### src/rtl/ccd_frame_packer_pkg.sv
// ccd_frame_packer_pkg: packet constants, Gray-coded FSM states and helpers shared by the packer and host tools.
package ccd_frame_packer_pkg;
   localparam logic [7:0] SYNC_BYTE_DEF = 8'hA5;
   localparam logic [7:0] END_BYTE_DEF  = 8'h5A;
   // Packet layout: [SYNC][SEQ] payload... [END|ovf][LINES_LO][LINES_HI]
   localparam int OFS_SYNC = 0;
   localparam int OFS_SEQ  = 1;
   localparam int HDR_LEN  = 2;
   localparam int TRL_LEN  = 3;
   typedef enum logic [2:0] {
      IDLE   = 3'b000,
      HDR0   = 3'b001,
      HDR1   = 3'b011,
      STREAM = 3'b010,
      TRL0   = 3'b110,
      TRL1   = 3'b111,
      TRL2   = 3'b101,
      DRAIN  = 3'b100
   } state_t;
   function automatic logic [15:0] sat_inc16(input logic [15:0] v);
      return &v ? v : v + 16'd1;
   endfunction
endpackage

### src/rtl/ccd_frame_packer_if.sv
// ccd_frame_packer_if: readout byte stream in, tx_fifo write port out, plus drop counter for debug.
interface ccd_frame_packer_if;
   logic       frame_start;
   logic       frame_end;
   logic       line_end;
   logic       sample_valid;
   logic [7:0] sample_data;
   logic       tx_wfull;
   logic [7:0] tx_wdata;
   logic       tx_winc;
   logic [7:0] drop_count;
   modport master (
      output frame_start, frame_end, line_end, sample_valid, sample_data, tx_wfull,
      input  tx_wdata, tx_winc, drop_count
   );
   modport slave (
      input  frame_start, frame_end, line_end, sample_valid, sample_data, tx_wfull,
      output tx_wdata, tx_winc, drop_count
   );
endinterface

### src/rtl/sync_byte_fifo.sv
// sync_byte_fifo: single-clock first-word-fall-through byte FIFO with wrap-bit pointers.
module sync_byte_fifo #(
   parameter int AW = 4
) (
   input  logic       clk,
   input  logic       rst,
   input  logic       push,
   input  logic       pop,
   input  logic [7:0] din,
   output logic [7:0] dout,
   output logic       empty,
   output logic       full
);
   logic [7:0] mem [2**AW];
   logic [AW:0] wp, rp;
   assign empty = wp == rp;
   assign full  = (wp[AW] != rp[AW]) && (wp[AW-1:0] == rp[AW-1:0]);
   assign dout  = mem[rp[AW-1:0]];
   always_ff @(posedge clk)
      if (push) mem[wp[AW-1:0]] <= din;
   always_ff @(posedge clk) begin
      if (rst) begin
         wp <= '0;
         rp <= '0;
      end else begin
         if (push) wp <= wp + (AW+1)'(1);
         if (pop)  rp <= rp + (AW+1)'(1);
      end
   end
endmodule

### src/rtl/ccd_frame_packer.sv
// ccd_frame_packer: frames a CCD readout into header/payload/trailer and buffers it toward tx_fifo.
module ccd_frame_packer
   import ccd_frame_packer_pkg::*;
#(
   parameter int         BUF_AW    = 4,
   parameter logic [7:0] SYNC_BYTE = SYNC_BYTE_DEF,
   parameter logic [7:0] END_BYTE  = END_BYTE_DEF
) (
   input  logic                clk,
   input  logic                rst,
   ccd_frame_packer_if.slave   bus,
   output logic                busy,
   output logic                overflow
);
   state_t      state, state_n;
   logic [7:0]  seq, drops, din, dout;
   logic [15:0] lines;
   logic        ovf, push, pop, empty, full, room, drop, start;
   sync_byte_fifo #(.AW(BUF_AW)) u_fifo (
      .clk(clk), .rst(rst), .push(push), .pop(pop),
      .din(din), .dout(dout), .empty(empty), .full(full)
   );
   assign bus.tx_winc    = pop;
   assign bus.tx_wdata   = dout;
   assign bus.drop_count = drops;
   assign busy           = state != IDLE;
   assign overflow       = ovf;
   // A full buffer still has room when the head leaves this same cycle.
   always_comb begin
      pop     = !empty && !bus.tx_wfull;
      room    = !full || pop;
      start   = state == IDLE && bus.frame_start;
      state_n = state;
      push    = 1'b0;
      din     = bus.sample_data;
      case (state)
         IDLE:    state_n = bus.frame_start ? HDR0 : IDLE;
         HDR0:    begin push = room; din = SYNC_BYTE; state_n = room ? HDR1 : HDR0; end
         HDR1:    begin push = room; din = seq; state_n = room ? STREAM : HDR1; end
         STREAM:  begin push = bus.sample_valid && room; state_n = bus.frame_end ? TRL0 : STREAM; end
         TRL0:    begin push = room; din = ovf ? (END_BYTE | 8'h01) : END_BYTE; state_n = room ? TRL1 : TRL0; end
         TRL1:    begin push = room; din = lines[7:0]; state_n = room ? TRL2 : TRL1; end
         TRL2:    begin push = room; din = lines[15:8]; state_n = room ? DRAIN : TRL2; end
         DRAIN:   state_n = empty ? IDLE : DRAIN;
         default: state_n = IDLE;
      endcase
      drop = bus.sample_valid && !(state == STREAM && room);
   end
   always_ff @(posedge clk) begin
      if (rst) begin
         state <= IDLE;
         seq   <= '0;
         lines <= '0;
         drops <= '0;
         ovf   <= 1'b0;
      end else begin
         state <= state_n;
         ovf   <= drop || (ovf && !start);
         drops <= start ? 8'(drop) : drops + 8'(drop && !(&drops));
         lines <= start ? 16'd0 : (state == STREAM && bus.line_end) ? sat_inc16(lines) : lines;
         if (state == TRL2 && room) seq <= seq + 8'd1;
      end
   end
endmodule
### src/flat_wrapper.sv
// flat-port wrapper written by rule: the top's interface ports become plain ports
module ccd_frame_packer_flat import ccd_frame_packer_pkg::*;
#(
   parameter int         BUF_AW    = 4,
   parameter logic [7:0] SYNC_BYTE = SYNC_BYTE_DEF,
   parameter logic [7:0] END_BYTE  = END_BYTE_DEF
)
  (clk, rst, busy, overflow, bus_frame_start, bus_frame_end, bus_line_end, bus_sample_valid, bus_sample_data, bus_tx_wfull, bus_tx_wdata, bus_tx_winc, bus_drop_count);
  ccd_frame_packer_if bus_i ();
  input  logic clk;
  input  logic rst;
  output logic busy;
  output logic overflow;
  input wire logic [$bits(bus_i.frame_start)-1:0] bus_frame_start;
  input wire logic [$bits(bus_i.frame_end)-1:0] bus_frame_end;
  input wire logic [$bits(bus_i.line_end)-1:0] bus_line_end;
  input wire logic [$bits(bus_i.sample_valid)-1:0] bus_sample_valid;
  input wire logic [$bits(bus_i.sample_data)-1:0] bus_sample_data;
  input wire logic [$bits(bus_i.tx_wfull)-1:0] bus_tx_wfull;
  output wire logic [$bits(bus_i.tx_wdata)-1:0] bus_tx_wdata;
  output wire logic [$bits(bus_i.tx_winc)-1:0] bus_tx_winc;
  output wire logic [$bits(bus_i.drop_count)-1:0] bus_drop_count;
  assign bus_i.frame_start = bus_frame_start;
  assign bus_i.frame_end = bus_frame_end;
  assign bus_i.line_end = bus_line_end;
  assign bus_i.sample_valid = bus_sample_valid;
  assign bus_i.sample_data = bus_sample_data;
  assign bus_i.tx_wfull = bus_tx_wfull;
  assign bus_tx_wdata = bus_i.tx_wdata;
  assign bus_tx_winc = bus_i.tx_winc;
  assign bus_drop_count = bus_i.drop_count;
  ccd_frame_packer #(.BUF_AW(BUF_AW), .SYNC_BYTE(SYNC_BYTE), .END_BYTE(END_BYTE)) u_core (.clk(clk), .rst(rst), .bus(bus_i), .busy(busy), .overflow(overflow));
endmodule
### config.mk
export PLATFORM = sky130hd
export DESIGN_NAME = ccd_frame_packer_flat
export DESIGN_NICKNAME = d
export VERILOG_FILES = /design/src/rtl/ccd_frame_packer_pkg.sv /design/src/rtl/ccd_frame_packer_if.sv /design/src/rtl/sync_byte_fifo.sv /design/src/rtl/ccd_frame_packer.sv /design/src/flat_wrapper.sv
export SDC_FILE = /design/constraint.sdc
export NUM_CORES = 1
export LEC_CHECK = 0
export BUFFER_PORTS_ARGS = -buffer_cell sky130_fd_sc_hd__clkbuf_2
export CAP_MARGIN = 20
export CELL_PAD_IN_SITES_DETAIL_PLACEMENT = 1
export CELL_PAD_IN_SITES_GLOBAL_PLACEMENT = 1
export CORE_MARGIN = 4
export CORE_UTILIZATION = 40
export DETAILED_ROUTE_END_ITERATION = 8
export PLACE_DENSITY_LB_ADDON = 0.1
export SYNTH_ARGS = -nofsm -noshare
export SYNTH_HDL_FRONTEND = slang
export SYNTH_SLANG_ARGS = --single-unit
### constraint.sdc
create_clock -name clk -period 2.25 [get_ports clk]
set_input_delay 0.1125 -clock clk [delete_from_list [all_inputs] [get_ports clk]]
set_output_delay 0.1125 -clock clk [all_outputs]
set_load 0.02 [all_outputs]
Yosys cells after proc, flatten, opt, wreduce, memory -nomap -nowiden
Memory sizes are Yosys's and may differ from the RTL's. A register that Yosys moved wholly into a read port is not among the register bits.
Cells that the tools add are included.

word-level totals
  input port bits = 15
  output and inout bits = 19
  register bits = 46
  RAM bits = 128
  memories kept = 1

memories
  name               depth  bits a word  rd ports  clocked after memory_dff  write ports  line                  source
  u_core.u_fifo.mem  16     8            1         1                         1            sync_byte_fifo.sv:14  logic [7:0] mem [2**AW];

operators by class
  add/subtract/negate cells = 5
  reduce and logical (&&, ||, !) cells = 25
  bitwise operators = 1
  eq/ne operators = 10
  mux-type cells = 17

operator list
  cell                                                 count
  case mux 8 bit (5 select lines)                      1
  case mux 3 bit (8 select lines)                      1
  adder 16 x 1 -> 16 bit, second input constant        1
  AND reduction 16 bit                                 1
  equality test 3 bit, second input constant           4
  adder 5 x 1 -> 5 bit, second input constant          2
  logical AND 1 bit                                    10
  adder 8 x 1 -> 8 bit                                 1
  adder 8 x 1 -> 8 bit, second input constant          1
  two-way mux 1 bit                                    8
  two-way mux 4 bit                                    2
  AND reduction 8 bit                                  1
  equality test 3 x 2 -> 1 bit, second input constant  2
  logical NOT 1 bit                                    6
  two-way mux 3 bit                                    2
  equality test 5 bit                                  1
  OR reduction 5 bit                                   1
  equality test 4 bit                                  1
  two-way mux 2 bit                                    2
  equality test 3 x 1 -> 1 bit, second input constant  1
  logical NOT 3 bit                                    1
  nonzero test 3 bit                                   1
  logical OR 1 bit                                     2
  case mux 1 bit (2 select lines)                      1
  4 further kinds                                      4

Logic depth before layout (Yosys ltp)
Gate-level depths: netlist of run 1.

  word-level depth = 10
  mapped depth = 10
  gate-level depth less buffers = 8

Cells and area by module
A second synthesis of run 1 with hierarchy kept.

second synthesis, totals
  cells, all modules = 536
  area, all modules = 7691.1 µm²

by module, submodules not included
  module            area each (µm²)  times used  seq. area each (µm²)  cells an instance
  sync_byte_fifo    5594.1           1           4124.0                279
  ccd_frame_packer  2097.0           1           720.7                 257

Worst setup path before layout of run 1
OpenSTA, ideal clock, no wires.

  kind = register to register
  start point = reg u_core.u_fifo.wp[2]
  end point = reg u_core.drops[4] (netlist: u_core.bus.drop_count[4])
  path slack = 0.247 ns
  period minus slack after synthesis = 2.003 ns
  path buffers = 2
  data required time = 2.133 ns
  data arrival time = 1.886 ns
  stages on the path, launching flop included = 11
  library setup time = 0.117 ns
  cells stage by stage = dfxtp_1 -> buf_2 -> xnor2_1 -> and4_1 -> clkbuf_1 -> a21oi_1 -> nor2_1 -> ha_1 -> nand4_1 -> xor2_1 -> nor2_1

between the ends
  word-level cells in the longest chain between the ends = 9
  elaborated cells on any way between the ends = 12
  those cells by class = add/sub: 1; eq/ne: 2; reduce/logical: 9

ends and longest elaborated chain
  element                                                     line                                            source
  start: declaration                                          sync_byte_fifo.sv:15                            logic [AW:0] wp, rp;
  start signal: assignment                                    sync_byte_fifo.sv:26                            if (push) wp <= wp + (AW+1)'(1);
  equality test 5 bit or equality test 4 bit (tied branches)  sync_byte_fifo.sv:16, sync_byte_fifo.sv:17
  logical NOT 1 bit or logical AND 1 bit (tied branches)      ccd_frame_packer.sv:30, sync_byte_fifo.sv:17
  logical AND 1 bit or logical NOT 1 bit (tied branches)      ccd_frame_packer.sv:30, ccd_frame_packer.sv:31
  logical OR 1 bit *                                          ccd_frame_packer.sv:31                          room = !full || pop;
  logical AND 1 bit *                                         ccd_frame_packer.sv:47                          drop = bus.sample_valid && !(state == STREAM && room);
  logical NOT 1 bit *                                         ccd_frame_packer.sv:47
  logical AND 1 bit *                                         ccd_frame_packer.sv:47
  logical AND 1 bit *                                         ccd_frame_packer.sv:59                          drops <= start ? 8'(drop) : drops + 8'(drop && !(&drops));
  adder 8 x 1 -> 8 bit *                                      ccd_frame_packer.sv:59
  end signal: assignment                                      ccd_frame_packer.sv:59
  end: declaration                                            ccd_frame_packer.sv:16                          logic [7:0] seq, drops, din, dout;

Every way passes the cells marked *; elsewhere a longest branch is shown, timed or not.
A chain may end at the register's enable or synchronous reset.

==> impl_metrics.yaml, run 1 <==
yosys:
  ys_types: 59
  yosysWarnings: 0
  synthCells: 553
  synth_edf_count: 128
  ys.flop_type: "edfxtp_1"
  syn_area_um2: 7900
  synthArstFlopShare: 0
  syn_avg_cell_area_um2: 14.3
  yosysSeqAreaShare: 0.613
  synth_nets: 577
  synth_seq_cells: 178
sta:
  fmax_mhz: 422
  worst_pin_slew_ps: 619
  setup_viol: 8
  period_minus_slack_ps: 2370
  slew_headroom: 0.586
  clock_skew_ps: 12.6
  slew_violations: 0
  period_share: 1.05
  fin_ws_ps: -120
  hold_viol_final: 0
  hold_ws_ps: 86.1
  rsz0062_at_grt: "yes"
  setup_tns_ps: -863
placed_design:
  gp_congestion: 0.777
  dp_hpwl_um: 13100
  dp_cells: 857
  pre_cts_slack_ps: 248
  io_buffers: 33
power:
  power.total_w: 0.00820
  p_leak_nw: 3.21
  vdd_drop_max_mv: 0.578
  power_density_nw_per_um2: 876
final_layout:
  final_cell_mix: "edfxtp_1 (128), dfxtp_1 (49), mux4_2 (40), buf_4 (36)"
  antennaDiodeCount: 0
  fin_cells: 895
  final_common_cell: "edfxtp_1"
  syn_to_final_growth_pct: 18.5
  final_nets: 642
  drive_gt1_frac: 0.256
drt:
  dr_total_vias: 4966
  drt-total-wl_um: 19500
  drtAntennaViolNets: 0
  initialDrtViolationCount: 268
  avgRoutedWirePerCell_um: 21.8
  viasPerCell: 5.55
  dr.pass1.iters: 4
  drcViolationCount: 0
worst_setup_path:
  setup.worst_path.class: "reg -> out"
  critPathLaunchType: "flop"
  arrival_ps: 2260
  cpMostUsedCell: "mux4_2"
  slowest_stage: "mux4_2"
  cpPeakStageDelay_ps: 500
  crit_required_ps: 2140
  cp_max_fo: 8
  critPathCaptureType: "output port"
  path_cells: "buf_4 > buf_16 > mux4_2 > mux4_2 > clkbuf_8"
status:
  run_status: "finished, violations left"
  failed_checks: "setup timing"
worst_hold_path:
  hp-class: "in -> reg"
floorplan:
  dieArea_um2: 22100
  ios: 34
  die_h_um: 149
  core_area_um2: 19500
  row_count: 51
  dieWidth_um: 149
  initial_core_util: 0.406
clock_network:
  htree_levels: 4
  insertion_delay_ps: 430
  clock_sinks: 178
  cts_tree: "yes"
  cts.clk_slew.worst_paths_ps: 70
  cts-root-buf: "clkbuf_16"
  cts_buffers: 17
  cts.path.max_buffers: 2
grt:
  grt_max_degree: 33
  grt_pass1_wl_um: 31000
  grt_usage: 0.187
  grt_pass1_vias: 5268
  grt_antenna_before_repair: 0
  grt_remaining_overflow: 0
job:
  max_cap_viol_count: 0
[state kept, by name (all words and copies together) (netlist names), named ones only]
name and cells:
u_core.overflow 1, u_core.state 3, u_core.bus.drop_count 8, u_core.u_fifo.wp 5, u_core.lines 16, u_core.u_fifo.rp 5
u_core.seq 8, u_core.u_fifo.mem 128
[power breakdown]
part           switching, W  total [W]  internal [W]
Combinational      0.000801    0.00157      0.000770
Sequential        0.0000674    0.00372       0.00365
Clock               0.00135    0.00291       0.00156
Total               0.00222    0.00820       0.00598
[area by class of cell]
type,count,area (um2)
clock inverters,14,153
fillers,1937,10100
clock buffers,17,425
flip-flops and latches,178,4850
repair buffers,79,689
well taps,265,332
inverters,7,26.3
multi-input cells,335,2880
[metrics by stage]
step | cell area (um2) | utilization
after global routing | 9360 | 0.481
after floorplan | 7900 | -
final | 9360 | 0.481
after detailed placement | 8600 | 0.442
after CTS | 9340 | 0.480
after global placement | 8600 | 0.442
[synth_stat cells, drive strengths merged, types with 16 or more instances]
cell type	count	area, um2
a21oi	25	133
and3	17	106
buf	17	83.8
nand2	30	113
o21ai	21	105
nor2	30	113
dfxtp	50	1000
mux4	40	901
edfxtp	128	3840
nor2b	17	106
clkbuf	16	60.1
[layer usage]
layer / track usage / share of wire
met5: 0 / 0
met4: 0.0577 / 0.015
met3: 0.0289 / 0.033
met2: 0.309 / 0.49
met1: 0.255 / 0.46
[repair_timing]
item | in CTS | in global routing
endpoints found under the setup margin | 8 | 8
hold buffers | 2 | 0
cloned | 3 | 0
hold endpoints to repair | 3 | 0
buffers inserted | 3 | 0
resized for setup | 11 | 17
[critical path, delay by kind of cell (launching register included)]
family   cells  cell delay [ps]
mux          2              990
buf+inv      3              450
flops        1              390
[cell families after synthesis]
kind of cell	after synthesis	synth area share
buffers and inverters	40	0.0215
DFF	178	0.613
adders and majority gates	9	0.0143
AOI/OAI and AO/OA	84	0.0691
muxes	65	0.148
xor gates and xnor gates	13	0.0144
and+or+nand+nor	164	0.119
[final timing paths]
check / startpoint / end / slack (ps) / depth (start not counted)
max: flop / bus_tx_wdata[6] / -120 / 5
min: bus_frame_end / u_core.state[2]$_SDFF_PP0_ / 90 / 4
max reg2reg: u_core.state[0]$_SDFF_PP0_ / u_core.u_fifo.mem[6][3]$_DFFE_PP_ / 240 / 5
min reg2reg: u_core.overflow$_SDFF_PP0_ / u_core.overflow$_SDFF_PP0_ / 520 / 2
Power figures use the tool's default switching activity.
==> run 2, diff against run 1 <==
--- a/config.mk
+++ b/config.mk
@@ -13,6 +13,7 @@
 export CORE_UTILIZATION = 40
 export DETAILED_ROUTE_END_ITERATION = 8
 export PLACE_DENSITY_LB_ADDON = 0.1
+export RECOVER_POWER = 100
 export SYNTH_ARGS = -nofsm -noshare
 export SYNTH_HDL_FRONTEND = slang
 export SYNTH_SLANG_ARGS = --single-unit
==> run 2 against run 1 <==
Effect of this change: the run still ends with setup timing left; clock power is essentially flat; cell area shrank 1.4%; sequential cell count unchanged; fmax rose by 0.43%; non-clock buffer count is the same; worst setup slack gained 10 ps; die area unchanged; hold slack worse by 0.89 ps; total power decreased by 0.53%; final cell count did not move; largest cell class unchanged; largest power group unchanged.
==> impl_metrics.yaml, run 2 (same netlist as run 1, synthesis figures left out) <==
worst_setup_path:
  cp.depth: 5
  reg2reg_depth: 5
  arrival_ps: 2250
  cp_max_fo: 8
  regToRegStartpoint: "u_core.state[0]$_SDFF_PP0_"
  cpMostUsedCell: "mux4_2"
  cp.buffers_inverters: 3
  r2r_setup_slack_ps: 110
  setup.worst_path.class: "reg -> out"
  r2r_end: "u_core.lines[7]$_SDFFE_PP0P_"
  path_cells: "buf_4 > buf_16 > mux4_2 > mux4_2 > clkbuf_8"
  critPathCaptureType: "output port"
  cp-endpoint: "bus_tx_wdata[6]"
  crit_required_ps: 2140
  slowest_stage: "mux4_2"
  critPathLaunchType: "flop"
  cpPeakStageDelay_ps: 500
  critPathTopFamily: "multiplexers"
clock_network:
  cts.path.max_buffers: 2
  cts_buffers: 17
  cts-root-buf: "clkbuf_16"
  cts_tree: "yes"
  clock_sinks: 178
  htree_levels: 4
  cts.clk_slew.worst_paths_ps: 70
  insertion_delay_ps: 430
floorplan:
  row_count: 51
  ios: 34
  dieWidth_um: 149
  initial_core_util: 0.406
  dieArea_um2: 22100
  core_area_um2: 19500
  die_h_um: 149
placed_design:
  dp_hpwl_um: 13100
  io_buffers: 33
  gp_congestion: 0.777
final_layout:
  multi_input_area_um2: 2850
  final_cell_mix: "edfxtp_1 (128), dfxtp_1 (49), mux4_2 (40), clkbuf_2 (33)"
  fill_cells: 1966
  final_nets: 642
  utilization: 0.474
  final_common_cell: "edfxtp_1"
  syn_to_final_growth_pct: 16.8
  largest_reg_flops: 128
  antennaDiodeCount: 0
  regArea_um2: 4850
  drive_gt1_frac: 0.225
power:
  power_density_nw_per_um2: 884
  p_leak_nw: 3.13
  vdd_drop_max_mv: 0.599
job:
  max_cap_viol_count: 0
sta:
  slew_headroom: 0.591
  period_minus_slack_ps: 2360
  hold_ws_ps: 85.2
  worst_pin_slew_ps: 612
  period_share: 1.05
  setup_viol: 8
  setup_tns_ps: -847
  fmax_mhz: 424
  rsz0062_at_grt: "yes"
  clock_skew_ps: 12.0
  fin_ws_ps: -110
  hold_viol_final: 0
  slew_violations: 0
drt:
  drcViolationCount: 0
  dr.pass1.iters: 6
  drtAntennaViolNets: 0
  drt-total-wl_um: 19500
  initialDrtViolationCount: 260
  dr_total_vias: 4929
  viasPerCell: 5.51
  avgRoutedWirePerCell_um: 21.7
status:
  run_status: "finished, violations left"
  failed_checks: "setup timing"
worst_hold_path:
  whs_path_depth: 4
  hp-class: "in -> reg"
grt:
  grt_max_degree: 33
  grt_usage: 0.187
  grt_pass1_wl_um: 31000
  grt_remaining_overflow: 0
  grt_pass1_vias: 5268
  grt_antenna_before_repair: 0
run 2: changes by cell type in the layout (fill, tap and decap cells not counted), sizes merged:
cell    change
buf        -22
clkbuf     +22
run 2: per-layer routing:
layer | wire (um) | GRT usage | part of all wire
met3 | 647 | 0.0289 | 0.033
met5 | 0 | 0 | 0
met2 | 9620 | 0.309 | 0.49
met1 | 8900 | 0.255 | 0.46
met4 | 287 | 0.0577 | 0.015
run 2: layout make-up:
cell class                      instances  area share
Clock buffer                           17      0.0461
Clock inverter                         14      0.0165
Sequential cell                       178       0.526
Multi-Input combinational cell        335       0.309
Timing Repair Buffer                   79      0.0642
Tap cell                              265      0.0359
Inverter                                7     0.00285
run 2: how the worst min path moves through the flow:
stage,start,end
6_report,bus_frame_end,u_core.state[2]$_SDFF_PP0_
5_1_grt,bus_frame_end,u_core.state[2]$_SDFF_PP0_
4_1_cts,bus_frame_end,u_core.state[2]$_SDFF_PP0_
3_5_place_dp,bus_sample_valid,u_core.overflow$_SDFF_PP0_
3_3_place_gp,bus_sample_valid,u_core.overflow$_SDFF_PP0_
2_1_floorplan,bus_sample_valid,u_core.overflow$_SDFF_PP0_
run 2: through the flow:
| stage | power, W | setup slack, ps | area, um2 | cells |
|---|---|---|---|---|
| 6_report | 0.00816 | -110 | 9220 | 895 |
| 5_1_grt | 0.00850 | -186 | 9220 | 895 |
| 4_1_cts | 0.00826 | -147 | 9340 | 896 |
| 3_5_place_dp | 0.00512 | 248 | 8600 | 857 |
| 3_3_place_gp | 0.00511 | 296 | 8600 | 857 |
| 2_1_floorplan | 0.00468 | 247 | 7900 | 553 |
run 2: worst register-to-register path: cells and delay by family, from the launching register on:
family          cells  cell delay [ps]
simple gates        3             1180
flops               1              410
buf+inv             1              310
compound gates      1              160
run 2: where the power goes:
group	total (W)	leakage [nW]	internal [W]	switching, W
combinational	0.00153	1.29	0.000736	0.000791
clock	0.00291	0.277	0.00156	0.00135
sequential	0.00372	1.56	0.00365	0.0000655
total	0.00816	3.13	0.00594	0.00221
run 2: repair_timing:
action / CTS / global route
endpoints found under the setup margin: 8 / 8
endpoints found under the hold margin: 3 / 0
cloned: 3 / 0
buffers inserted: 3 / 0
pin swaps: 0 / 0
hold buffers: 2 / 0
resized for setup: 11 / 17
